===== config.mk =====
export PLATFORM = sky130hd
export DESIGN_NAME = vec_mem_sequencer_flat
export DESIGN_NICKNAME = d
export VERILOG_FILES = /design/src/rtl/vec_mem_sequencer_if.sv /design/src/rtl/vec_mem_sequencer.sv /design/src/flat_wrapper.sv
export SDC_FILE = /design/constraint.sdc
export NUM_CORES = 1
export LEC_CHECK = 0
export ABC_AREA = 0
export CAP_MARGIN = 25
export CORE_MARGIN = 4
export CORE_UTILIZATION = 51
export DETAILED_ROUTE_END_ITERATION = 16
export PLACE_DENSITY = 0.86
export RECOVER_POWER = 25
export SLEW_MARGIN = 15
export SYNTH_ARGS = -nofsm -noshare
export SYNTH_HDL_FRONTEND = slang
export SYNTH_SLANG_ARGS = --single-unit

===== constraint.sdc =====
create_clock -name clk -period 18.9 [get_ports clk]
set_input_delay 3.78 -clock clk [delete_from_list [all_inputs] [get_ports clk]]
set_output_delay 3.78 -clock clk [all_outputs]
set_load 0.1 [all_outputs]

===== src/rtl/vec_mem_sequencer_if.sv =====
// Memory-port bundle between the vector memory sequencer and the data memory.
//   master (sequencer): drives mem_req, mem_we, mem_addr, mem_wdata;
//                       receives mem_rdata, mem_ack.
//   slave  (memory)   : the reverse.
// Handshake: a beat is transferred in every cycle where mem_req and mem_ack
// are both high. While mem_req is high and mem_ack is low, the master keeps
// mem_we/mem_addr/mem_wdata unchanged. mem_rdata is valid only with mem_ack.
// mem_ack without mem_req is ignored by the master.
interface vec_mem_sequencer_if #(
    parameter int ADDR_W = 32,
    parameter int BUS_W  = 32
);
    logic              mem_req;
    logic              mem_we;
    logic [ADDR_W-1:0] mem_addr;
    logic [BUS_W-1:0]  mem_wdata;
    logic [BUS_W-1:0]  mem_rdata;
    logic              mem_ack;

    modport master (
        output mem_req, mem_we, mem_addr, mem_wdata,
        input  mem_rdata, mem_ack
    );

    modport slave (
        input  mem_req, mem_we, mem_addr, mem_wdata,
        output mem_rdata, mem_ack
    );
endinterface


===== src/rtl/vec_mem_sequencer.sv =====
// Multi-beat memory access sequencer for the SIMD Memory stage.
// A vector access moves VEC_W bits as NBEAT = VEC_W/BUS_W bus beats at
// consecutive BUS_W/8-byte addresses; a scalar access moves one beat.
// The pipeline is stalled until the transfer completes, then done pulses
// for one cycle with the assembled load data on rdata.
// Ports:
//   clk, rst   : clock (rising edge), asynchronous active-high reset
//   start      : access request level, sampled only in IDLE
//   we, vec    : 1 = store / 1 = vector (NBEAT beats)
//   addr       : base byte address (forced to bus alignment)
//   wdata      : store data, scalar stores use the low BUS_W bits
//   stall      : combinational pipeline hold
//   done       : one-cycle completion pulse, rdata valid
//   rdata      : assembled load data, held until the next accepted start
//   state_dbg  : current FSM state (0 IDLE, 1 XFER, 2 DONE)
//   mem        : memory port (master side)
module vec_mem_sequencer #(
    parameter int VEC_W  = 128,
    parameter int BUS_W  = 32,
    parameter int ADDR_W = 32
) (
    input  logic              clk,
    input  logic              rst,
    input  logic              start,
    input  logic              we,
    input  logic              vec,
    input  logic [ADDR_W-1:0] addr,
    input  logic [VEC_W-1:0]  wdata,
    output logic              stall,
    output logic              done,
    output logic [VEC_W-1:0]  rdata,
    output logic [1:0]        state_dbg,
    vec_mem_sequencer_if.master mem
);
    localparam int NBEAT = VEC_W / BUS_W;
    localparam int BSTEP = BUS_W / 8;
    localparam int BW    = (NBEAT > 1) ? $clog2(NBEAT) : 1;

    localparam logic [BW-1:0]     LAST_VEC = BW'(NBEAT - 1);
    localparam logic [ADDR_W-1:0] AMASK    = ~ADDR_W'(BSTEP - 1);

    localparam logic [1:0] IDLE = 2'd0;
    localparam logic [1:0] XFER = 2'd1;
    localparam logic [1:0] DONE = 2'd2;

    logic [1:0]       state;
    logic [BW-1:0]    beat;
    logic [BW-1:0]    last;
    logic             we_l;
    logic [VEC_W-1:0] wdata_l;
    logic [BW:0]      beat_nx;

    // One bit wider than beat so the increment past the last beat cannot
    // wrap; the value is only used when another beat follows.
    always_comb begin
        beat_nx = {1'b0, beat} + (BW + 1)'(1);
    end

    always_comb begin
        stall     = (state == IDLE && start) || (state == XFER);
        state_dbg = state;
    end

    always_ff @(posedge clk or posedge rst) begin
        if (rst) begin
            state         <= IDLE;
            beat          <= '0;
            last          <= '0;
            we_l          <= 1'b0;
            wdata_l       <= '0;
            rdata         <= '0;
            done          <= 1'b0;
            mem.mem_req   <= 1'b0;
            mem.mem_we    <= 1'b0;
            mem.mem_addr  <= '0;
            mem.mem_wdata <= '0;
        end else begin
            done <= 1'b0;
            case (state)
                IDLE: begin
                    if (start) begin
                        state         <= XFER;
                        we_l          <= we;
                        beat          <= '0;
                        last          <= vec ? LAST_VEC : '0;
                        wdata_l       <= wdata;
                        rdata         <= '0;
                        // First beat is presented straight from the inputs
                        // so the memory sees it in the first XFER cycle.
                        mem.mem_req   <= 1'b1;
                        mem.mem_we    <= we;
                        mem.mem_addr  <= addr & AMASK;
                        mem.mem_wdata <= wdata[BUS_W-1:0];
                    end
                end
                XFER: begin
                    if (mem.mem_ack) begin
                        if (!we_l) begin
                            rdata[beat*BUS_W +: BUS_W] <= mem.mem_rdata;
                        end
                        if (beat == last) begin
                            state       <= DONE;
                            done        <= 1'b1;
                            mem.mem_req <= 1'b0;
                            mem.mem_we  <= 1'b0;
                        end else begin
                            beat          <= beat + BW'(1);
                            // Address wraps modulo 2^ADDR_W by design.
                            mem.mem_addr  <= mem.mem_addr + ADDR_W'(BSTEP);
                            mem.mem_wdata <= wdata_l[beat_nx*BUS_W +: BUS_W];
                        end
                    end
                end
                DONE: begin
                    // start seen here belongs to the finishing instruction.
                    state <= IDLE;
                end
                default: begin
                    state <= IDLE;
                end
            endcase
        end
    end
endmodule


===== src/flat_wrapper.sv =====
// flat-port wrapper written by rule: the top's interface ports become plain ports
module vec_mem_sequencer_flat 
#(
    parameter int VEC_W  = 128,
    parameter int BUS_W  = 32,
    parameter int ADDR_W = 32
)
  (clk, rst, start, we, vec, addr, wdata, stall, done, rdata, state_dbg, mem_mem_req, mem_mem_we, mem_mem_addr, mem_mem_wdata, mem_mem_rdata, mem_mem_ack);
  vec_mem_sequencer_if #(.ADDR_W(ADDR_W), .BUS_W(BUS_W)) mem_i ();
  input  logic clk;
  input  logic rst;
  input  logic start;
  input  logic we;
  input  logic vec;
  input  logic [ADDR_W-1:0] addr;
  input  logic [VEC_W-1:0] wdata;
  output logic stall;
  output logic done;
  output logic [VEC_W-1:0] rdata;
  output logic [1:0] state_dbg;
  output wire logic [$bits(mem_i.mem_req)-1:0] mem_mem_req;
  output wire logic [$bits(mem_i.mem_we)-1:0] mem_mem_we;
  output wire logic [$bits(mem_i.mem_addr)-1:0] mem_mem_addr;
  output wire logic [$bits(mem_i.mem_wdata)-1:0] mem_mem_wdata;
  input wire logic [$bits(mem_i.mem_rdata)-1:0] mem_mem_rdata;
  input wire logic [$bits(mem_i.mem_ack)-1:0] mem_mem_ack;
  assign mem_mem_req = mem_i.mem_req;
  assign mem_mem_we = mem_i.mem_we;
  assign mem_mem_addr = mem_i.mem_addr;
  assign mem_mem_wdata = mem_i.mem_wdata;
  assign mem_i.mem_rdata = mem_mem_rdata;
  assign mem_i.mem_ack = mem_mem_ack;
  vec_mem_sequencer #(.VEC_W(VEC_W), .BUS_W(BUS_W), .ADDR_W(ADDR_W)) u_core (.clk(clk), .rst(rst), .start(start), .we(we), .vec(vec), .addr(addr), .wdata(wdata), .stall(stall), .done(done), .rdata(rdata), .state_dbg(state_dbg), .mem(mem_i));
endmodule

# --- Word level (Yosys, flattened, before mapping) ---
# Index checks and enable logic that the tools add are counted.
classes:
  addsub: 4
  n_eq_ne: 7
  n_shift: 3
  reduce_logical: 9
  muxes: 31
op_table:
  columns: ["operator", "count"]
  rows:
  - ["128-bit 2-to-1 mux", 3]
  - ["128-bit one-hot mux with 2 select lines", 1]
  - ["32-bit 2-to-1 mux", 6]
  - ["128-bit bitwise mux", 1]
  - ["32-bit one-hot mux with 2 select lines", 2]
  - ["32-bit by 34-bit variable shift with 128-bit output, first input constant", 1]
  - ["128-bit by 9-bit indexed part select with 32-bit output", 1]
  - ["32-bit by 34-bit indexed part select with 128-bit output", 1]
  - ["7-bit negation with 34-bit output", 1]
  - ["32-bit by 3-bit adder with 32-bit output, second input constant", 1]
  - ["2-bit 2-to-1 mux", 7]
  - ["4-bit AND reduction", 3]
  - ["2-bit != test, second input constant", 5]
  - ["2-bit one-hot mux with 2 select lines", 2]
  - ["1-bit 2-to-1 mux", 7]
  - ["1-bit one-hot mux with 2 select lines", 2]
  - ["2-bit by 1-bit adder with 3-bit output, second input constant", 1]
  - ["3-bit AND reduction", 1]
  - ["2-bit by 1-bit adder with 2-bit output, second input constant", 1]
  - ["2-bit by 1-bit equality test with 1-bit output, second input constant", 1]
  - ["2-bit equality test", 1]
  - ["2-bit logical NOT", 1]
  - ["2-bit AND reduction", 1]
  - ["2-bit nonzero test", 1]
  - ["other kinds (2)", 2]
totals:
  wordCells: 65
  input_bits: 198
  out_inout_bits: 198
  reg_bits: 330

# --- Logic depth before layout (Yosys ltp) ---
# Gate-level depths: netlist of the first run.
depth:
  depth_word: 6
  mapped_depth: 9
  ltp_nobuf: 6

# --- Least setup slack after synthesis of the first run ---
# No wires, ideal clock.
synth_path:
  path_kind: "input port to output port"
  from: "in start"
  to: "out stall"
  t_arrival_ns: 5.071
  path_stages: 2
  required_ns: 15.120
  slack_ns: 10.049
  path_cell_list: "nor2_1 -> nor2_1"
synth_via:
  elab_chain_cells: 2
synth_lines:
  columns: ["item", "line", "source"]
  rows:
  - ["start, declared", "flat_wrapper.sv:12", "input logic start;"]
  - ["1-bit logical AND", "vec_mem_sequencer.sv:60", "stall = (state == IDLE && start) || (state == XFER);"]
  - ["1-bit logical OR", "vec_mem_sequencer.sv:60", null]
  - ["end, declared", "flat_wrapper.sv:17", "output logic stall;"]
# Every way passes these cells.

==> impl_metrics.json, run 1 <==
{
  "place_inst": 1902,
  "grt_overflow": 0,
  "cts_hold_buf": 0,
  "fin_tns_setup_ps": 0,
  "hold_class": "register to register",
  "cts_sinks": 295,
  "synth_top_area_share_pct": 56.1,
  "p_switching_mw": 1.72,
  "fin_crit_ps": 10270,
  "initial_core_util_pct": 52.1,
  "violations": "max-capacitance violations, max-slew violations",
  "final_hold_viol_count": 0,
  "rr_worst_depth": 6,
  "synth.cell_area_sq_mm": 0.0132,
  "worst-path-max-fanout": 112,
  "ys_ff_latch": 295,
  "hold_depth": 2,
  "end_kind": "async pin",
  "switching_share_pct": 50.2,
  "post-synth-top-count-cell": "nand2_1",
  "status": "finished with violations",
  "p_int_mw": 1.70,
  "finalCritPeriodShare_pct": 54.3,
  "ir_drop_mv": 0.147,
  "ioPinCount": 396,
  "p_leak_nw": 7.30,
  "ctsResizeCount": 0,
  "grt_max_degree": 159,
  "min_from": "u_core.rdata[63]$_DFFE_PP0P_",
  "worstMarginPinSlew_ps": 5990,
  "critPathKind": "input pin to async pin",
  "place_hpwl_mm": 26.6,
  "gp_congestion": 0.885,
  "ys_top_cells_by_area": "dfrtp_1, mux2_2, nand2_1",
  "grt_use_total_pct": 27.1,
  "placement.io_buffers": 391,
  "grt_pass1_wl_mm": 62.6,
  "seq_power_share_pct": 29.7,
  "max_freq_ghz": 0.0974,
  "area_growth_pct": 37.6,
  "die_h_um": 169,
  "grt_pass1_vias": 11667,
  "critPathRequiredTime_ps": 18080,
  "finalMaxSlewViolations": 435,
  "ys_seq_area_share_pct": 56.1,
  "yosys.area.top_type": "dfrtp_1",
  "antenna_found_initial": 1,
  "total_power_mw": 3.42,
  "drive_above_1_share_pct": 12.9,
  "drc": 0,
  "combPwrFrac_pct": 53.7,
  "max-slew-margin-rel_pct": -299,
  "h-tree-depth": 1,
  "cts_buffer_depth": 3,
  "r2r_end": "u_core.mem.mem_addr[15]$_DFFE_PP0P_",
  "rows": 58,
  "final_nets": 1811,
  "dr.pass1.iters": 6,
  "ys.flop_type": "dfrtp_1",
  "fp.coreArea_sq_mm": 0.0253,
  "postCtsSetupRepairBufs": 0,
  "wl_mm": 40.3,
  "min_to": "u_core.rdata[63]$_DFFE_PP0P_",
  "reg2reg_from": "u_core.beat[1]$_DFFE_PP0P_",
  "dieArea_sq_mm": 0.0284,
  "vias_per_cell": 5.80,
  "synthCells": 1261,
  "drv_cap": 6,
  "setup_viol": 0,
  "drt_iter0_markers": 1091,
  "rsz0062_at_grt": "false",
  "critPathLaunch": "rst",
  "instances_no_fill": 1959,
  "n_fill_cell": 1743,
  "drt-wirelength-per-cell_um": 20.6,
  "synth_commonest_cells": "nand2_1, dfrtp_1, mux2_2",
  "fp.dieW_um": 169,
  "worst_skew_pair.late_latency_ps": 560,
  "ys_warn_count": 0,
  "syn_area_per_cell_sq_um": 10.4,
  "cts_made_buffers": 30,
  "holdWs_ps": 477,
  "fin_util_pct": 71.7,
  "power_density_mw_per_mm2": 189,
  "ant_nets": 0,
  "p_clk_share_pct": 16.6,
  "critical_path_arrival_ps": 9450,
  "synth-edff-count": 0,
  "clk_pin_slew_ps": 60,
  "clockRootBuffer": "clkbuf_16",
  "synth-async-reset-ratio_pct": 100,
  "yosysUniqueCellTypes": 60,
  "finalClockSkew_ps": 24.4,
  "cts_tree": "yes",
  "vias": 11361,
  "r2r_setup_slack_ps": 13550,
  "start_kind": "input pin"
}
sequential cells by signal (all words and copies together), names as in the netlist:
| name | cells |
|---|---|
| u_core.beat | 2 |
| u_core.done | 1 |
| u_core.last | 1 |
| u_core.mem.mem_addr | 30 |
| u_core.mem.mem_req | 1 |
| u_core.mem.mem_wdata | 32 |
| u_core.mem.mem_we | 1 |
| u_core.rdata | 128 |
| u_core.state_dbg | 2 |
| u_core.wdata_l | 96 |
| u_core.we_l | 1 |
stage by stage:
step                cell area [sq um]  worst slack [ps]
global route                    18100              7340
global placement                17200              9550
finish                          18100              8630
CTS                             18100              9550
detailed placement              17200              9560
floorplan                       13200              6970
power by group through the flow:
stage	clock, mW	combinational, mW	sequential, mW
2_1_floorplan	0	0.689	1.71
3_3_place_gp	0	1.79	1.00
3_5_place_dp	0	1.83	1.02
4_1_cts	0.576	1.84	1.01
5_1_grt	0.604	1.93	1.04
6_report	0.567	1.84	1.02
cell usage in the layout (no fill, tap or decap), types with 14 or more instances in the layout:
master           instances
a21oi_1                 26
a221oi_1                31
clkbuf_1                16
clkbuf_16               30
clkdlybuf4s50_1        388
dfrtp_1                294
mux2_2                 128
nand2_1                315
nand3_1                 14
nor2_1                  54
o21ai_0                117
o21ai_1                 42
o31ai_1                 31
worst max-delay path: stages:
cell,delay [ps]
dlygate4sd3_1,550
clkinvlp_2,740
clkbuf_1,4210
final cells by class:
type | instances | area [sq um] | area share (%)
Clock buffer | 44 | 853 | 4.71
Timing Repair Buffer | 409 | 4040 | 22.3
Tap cell | 330 | 413 | 2.28
Multi-Input combinational cell | 863 | 5310 | 29.3
Inverter | 8 | 31.3 | 0.173
Clock inverter | 9 | 81.3 | 0.449
Sequential cell | 295 | 7380 | 40.8
Antenna cell | 1 | 2.50 | 0.0138
routing by layer:
metal	routed length (um)	GRT usage, %	share of wire [%]	vias to the layer above
met1	14900	33.2	37	5612
met5	0	0	0	-
met3	3970	7.24	9.8	97
met2	19800	46.2	49	563
met4	1640	10.1	4.1	0
li1	-	-	-	5089
worst max path at each step:
stage                                                to  slack [ps]  cells after the start
after floorplan              u_core.beat[0]$_DFFE_PP0P_        6970                      1
after global placement                            stall        9550                      4
after detailed placement                          stall        9560                      4
after CTS                                         stall        9550                      4
after global routing      u_core.rdata[121]$_DFFE_PP0P_        7340                      3
final                     u_core.rdata[119]$_DFFE_PP0P_        8630                      3
logic make-up after synthesis:
group	Yosys count	share of synthesized area, %
other cells	1	0.0285
mux	130	11.1
flops	295	56.1
buf+inv	104	3.94
compound gates	303	14.4
fa+ha+maj	6	0.570
simple gates	422	13.9
Note: power is estimated with default switching activity, not from simulation.
==> run 2: changes to the inputs <==
--- a/config.mk
+++ b/config.mk
@@ -8,9 +8,9 @@
 export ABC_AREA = 0
 export CAP_MARGIN = 25
 export CORE_MARGIN = 4
-export CORE_UTILIZATION = 51
+export CORE_UTILIZATION = 48
 export DETAILED_ROUTE_END_ITERATION = 16
-export PLACE_DENSITY = 0.86
+export PLACE_DENSITY = 0.81
 export RECOVER_POWER = 25
 export SLEW_MARGIN = 15
 export SYNTH_ARGS = -nofsm -noshare
==> constraint.sdc (replaced) <==
create_clock -name clk -period 10.7 [get_ports clk]
set_input_delay 2.14 -clock clk [delete_from_list [all_inputs] [get_ports clk]]
set_output_delay 2.14 -clock clk [all_outputs]
set_load 0.1 [all_outputs]
==> run 2 against run 1 <==
The run still ends with max-capacitance violations, max-slew violations left; register-to-register slack worse by 8100 ps; worst hold slack worse by 4.7 ps; final cell count up 0.97%; via count down 1.8%; first-iteration DRC count down 21%; sequential power up 74%; highest routed layer unchanged; clock power up 100%; power up 81%; global-route usage down 2.0 points; die area up 5.9%; routed wire length down 2.3%.
==> impl_metrics.json, run 2 (same netlist as run 1, synthesis figures left out) <==
{
  "violations": "max-capacitance violations, max-slew violations",
  "power_density_mw_per_mm2": 337,
  "final.setup.worst_slack_ps": 4100,
  "instances_no_fill": 1978,
  "antenna_found_initial": 2,
  "switching_share_pct": 49.3,
  "fin_tns_setup_ps": 0,
  "drt-wirelength-per-cell_um": 19.9,
  "grt_overflow": 0,
  "path_cells": "dlygate4sd3_1, nand2b_1, a21o_1, clkbuf_1, o21ai_0",
  "fin_crit_ps": 6600,
  "grt_pass1_wl_mm": 61.5,
  "critPathRequiredTime_ps": 10900,
  "place_inst": 1913,
  "critical_path_arrival_ps": 6800,
  "ctsResizeCount": 0,
  "dr.pass1.iters": 5,
  "n_fill_cell": 1995,
  "drive_above_1_share_pct": 13.5,
  "cts_buffer_depth": 3,
  "worstMarginPinSlew_ps": 3680,
  "drt_iter0_markers": 864,
  "end_kind": "register",
  "setup_viol": 0,
  "total_power_mw": 6.18,
  "cts_tree": "yes",
  "hold_class": "register to register",
  "regMostFlops": "u_core.rdata",
  "fp.dieW_um": 174,
  "ant_nets": 0,
  "cts_sinks": 295,
  "worst-path-max-fanout": 86,
  "fin_util_pct": 68.1,
  "max_freq_ghz": 0.152,
  "rsz0062_at_grt": "false",
  "drc": 0,
  "clockRootBuffer": "clkbuf_16",
  "seq_power_share_pct": 28.7,
  "final_cell_mix": "clkdlybuf4s50_1, nand2_1, dfrtp_1",
  "critPathLaunch": "start",
  "grt_pass1_vias": 11289,
  "largest_reg_flops": 128,
  "vias": 11157,
  "h-tree-depth": 2,
  "status": "finished with violations",
  "max-slew-margin-rel_pct": -145,
  "worst_skew_pair.late_latency_ps": 500,
  "cts_hold_buf": 0,
  "final_common_cell": "clkdlybuf4s50_1",
  "gp_congestion": 0.862,
  "initial_core_util_pct": 48.8,
  "finalMaxSlewViolations": 87,
  "place_ws_ps": 4650,
  "p_leak_nw": 7.40,
  "p_int_mw": 3.13,
  "max_stage_delay_ps": 2610,
  "fp.coreArea_sq_mm": 0.0270,
  "wl_mm": 39.4,
  "grt_max_degree": 159,
  "area_growth_pct": 39.3,
  "final_nets": 1814,
  "path_buf_inv": 2,
  "die_h_um": 174,
  "ff_latch_area_sq_mm": 0.00738,
  "reg2reg_from": "u_core.beat[1]$_DFFE_PP0P_",
  "grt_use_total_pct": 25.1,
  "critPathKind": "input pin to register",
  "drv_cap": 1,
  "clk_pin_slew_ps": 60,
  "final_hold_viol_count": 0,
  "p_clk_share_pct": 18.5,
  "placement.io_buffers": 391,
  "start_kind": "input pin",
  "cp_top_family": "buffers and inverters",
  "rows": 60,
  "ir_drop_mv": 0.287,
  "dieArea_sq_mm": 0.0301,
  "ioPinCount": 396,
  "top_regs": "u_core.rdata (128), u_core.wdata_l (96), u_core.mem.mem_wdata (32)",
  "cts_made_buffers": 34,
  "vias_per_cell": 5.64,
  "finalClockSkew_ps": 10.2,
  "placed_area_sq_mm": 0.0172,
  "multi_input_area_sq_mm": 0.00531,
  "combPwrFrac_pct": 52.8,
  "fin_area_sq_mm": 0.0183,
  "crit_slowest_cell": "clkbuf_1",
  "min_from": "u_core.mem.mem_wdata[8]$_DFFE_PP0P_",
  "place_hpwl_mm": 26.1,
  "holdWs_ps": 472,
  "finalCritPeriodShare_pct": 61.7,
  "postCtsSetupRepairBufs": 0,
  "p_switching_mw": 3.05
}
## run 2: cell count changes in the layout (fill, tap and decap cells not counted), moves of 2 or more
cell	before	now
buf_4	9	13
diode_2	1	3
clkbuf_1	16	11
clkinv_2	7	2
clkbuf_8	5	10
clkbuf_16	30	35
inv_6	0	2
## run 2: worst register-to-register path: stages, from the launching register on
cell	delay, ps
dfrtp_2	380
buf_4	310
or3_1	410
nand4_1	120
a21o_1	590
clkbuf_1	2620
o21ai_0	510
## run 2: layout make-up
type	count	share of cell area (%)
Clock buffer	54	5.71
Multi-Input combinational cell	863	29.0
Clock inverter	6	0.362
Inverter	8	0.171
Tap cell	341	2.33
Timing Repair Buffer	408	22.2
Sequential cell	295	40.3
Antenna cell	3	0.0409
## run 2: layer usage
metal	track usage [%]	vias up	routed length [um]
li1	-	5102	-
met1	30.3	5443	15000
met2	42.0	515	19100
met3	8.35	97	3980
met4	9.17	0	1350
met5	0	-	0
## run 2: final timing paths
check / endpoint / slack, ps / cells past startpoint
max in group asynchronous: u_core.rdata[77]$_DFFE_PP0P_ / 6370 / 4
min in group asynchronous: u_core.mem.mem_wdata[2]$_DFFE_PP0P_ / 2330 / 2
min: u_core.mem.mem_wdata[8]$_DFFE_PP0P_ / 470 / 2
max: u_core.mem.mem_addr[21]$_DFFE_PP0P_ / 4100 / 5
max reg2reg: u_core.mem.mem_addr[21]$_DFFE_PP0P_ / 5470 / 6
min reg2reg: u_core.mem.mem_wdata[8]$_DFFE_PP0P_ / 470 / 2
## run 2: power groups by stage
stage	Clock, mW	Sequential, mW	Combinational (mW)
2_1_floorplan	0	3.01	1.22
3_3_place_gp	0	1.75	3.20
3_5_place_dp	0	1.78	3.26
4_1_cts	1.17	1.77	3.27
5_1_grt	1.21	1.82	3.43
6_report	1.15	1.77	3.26
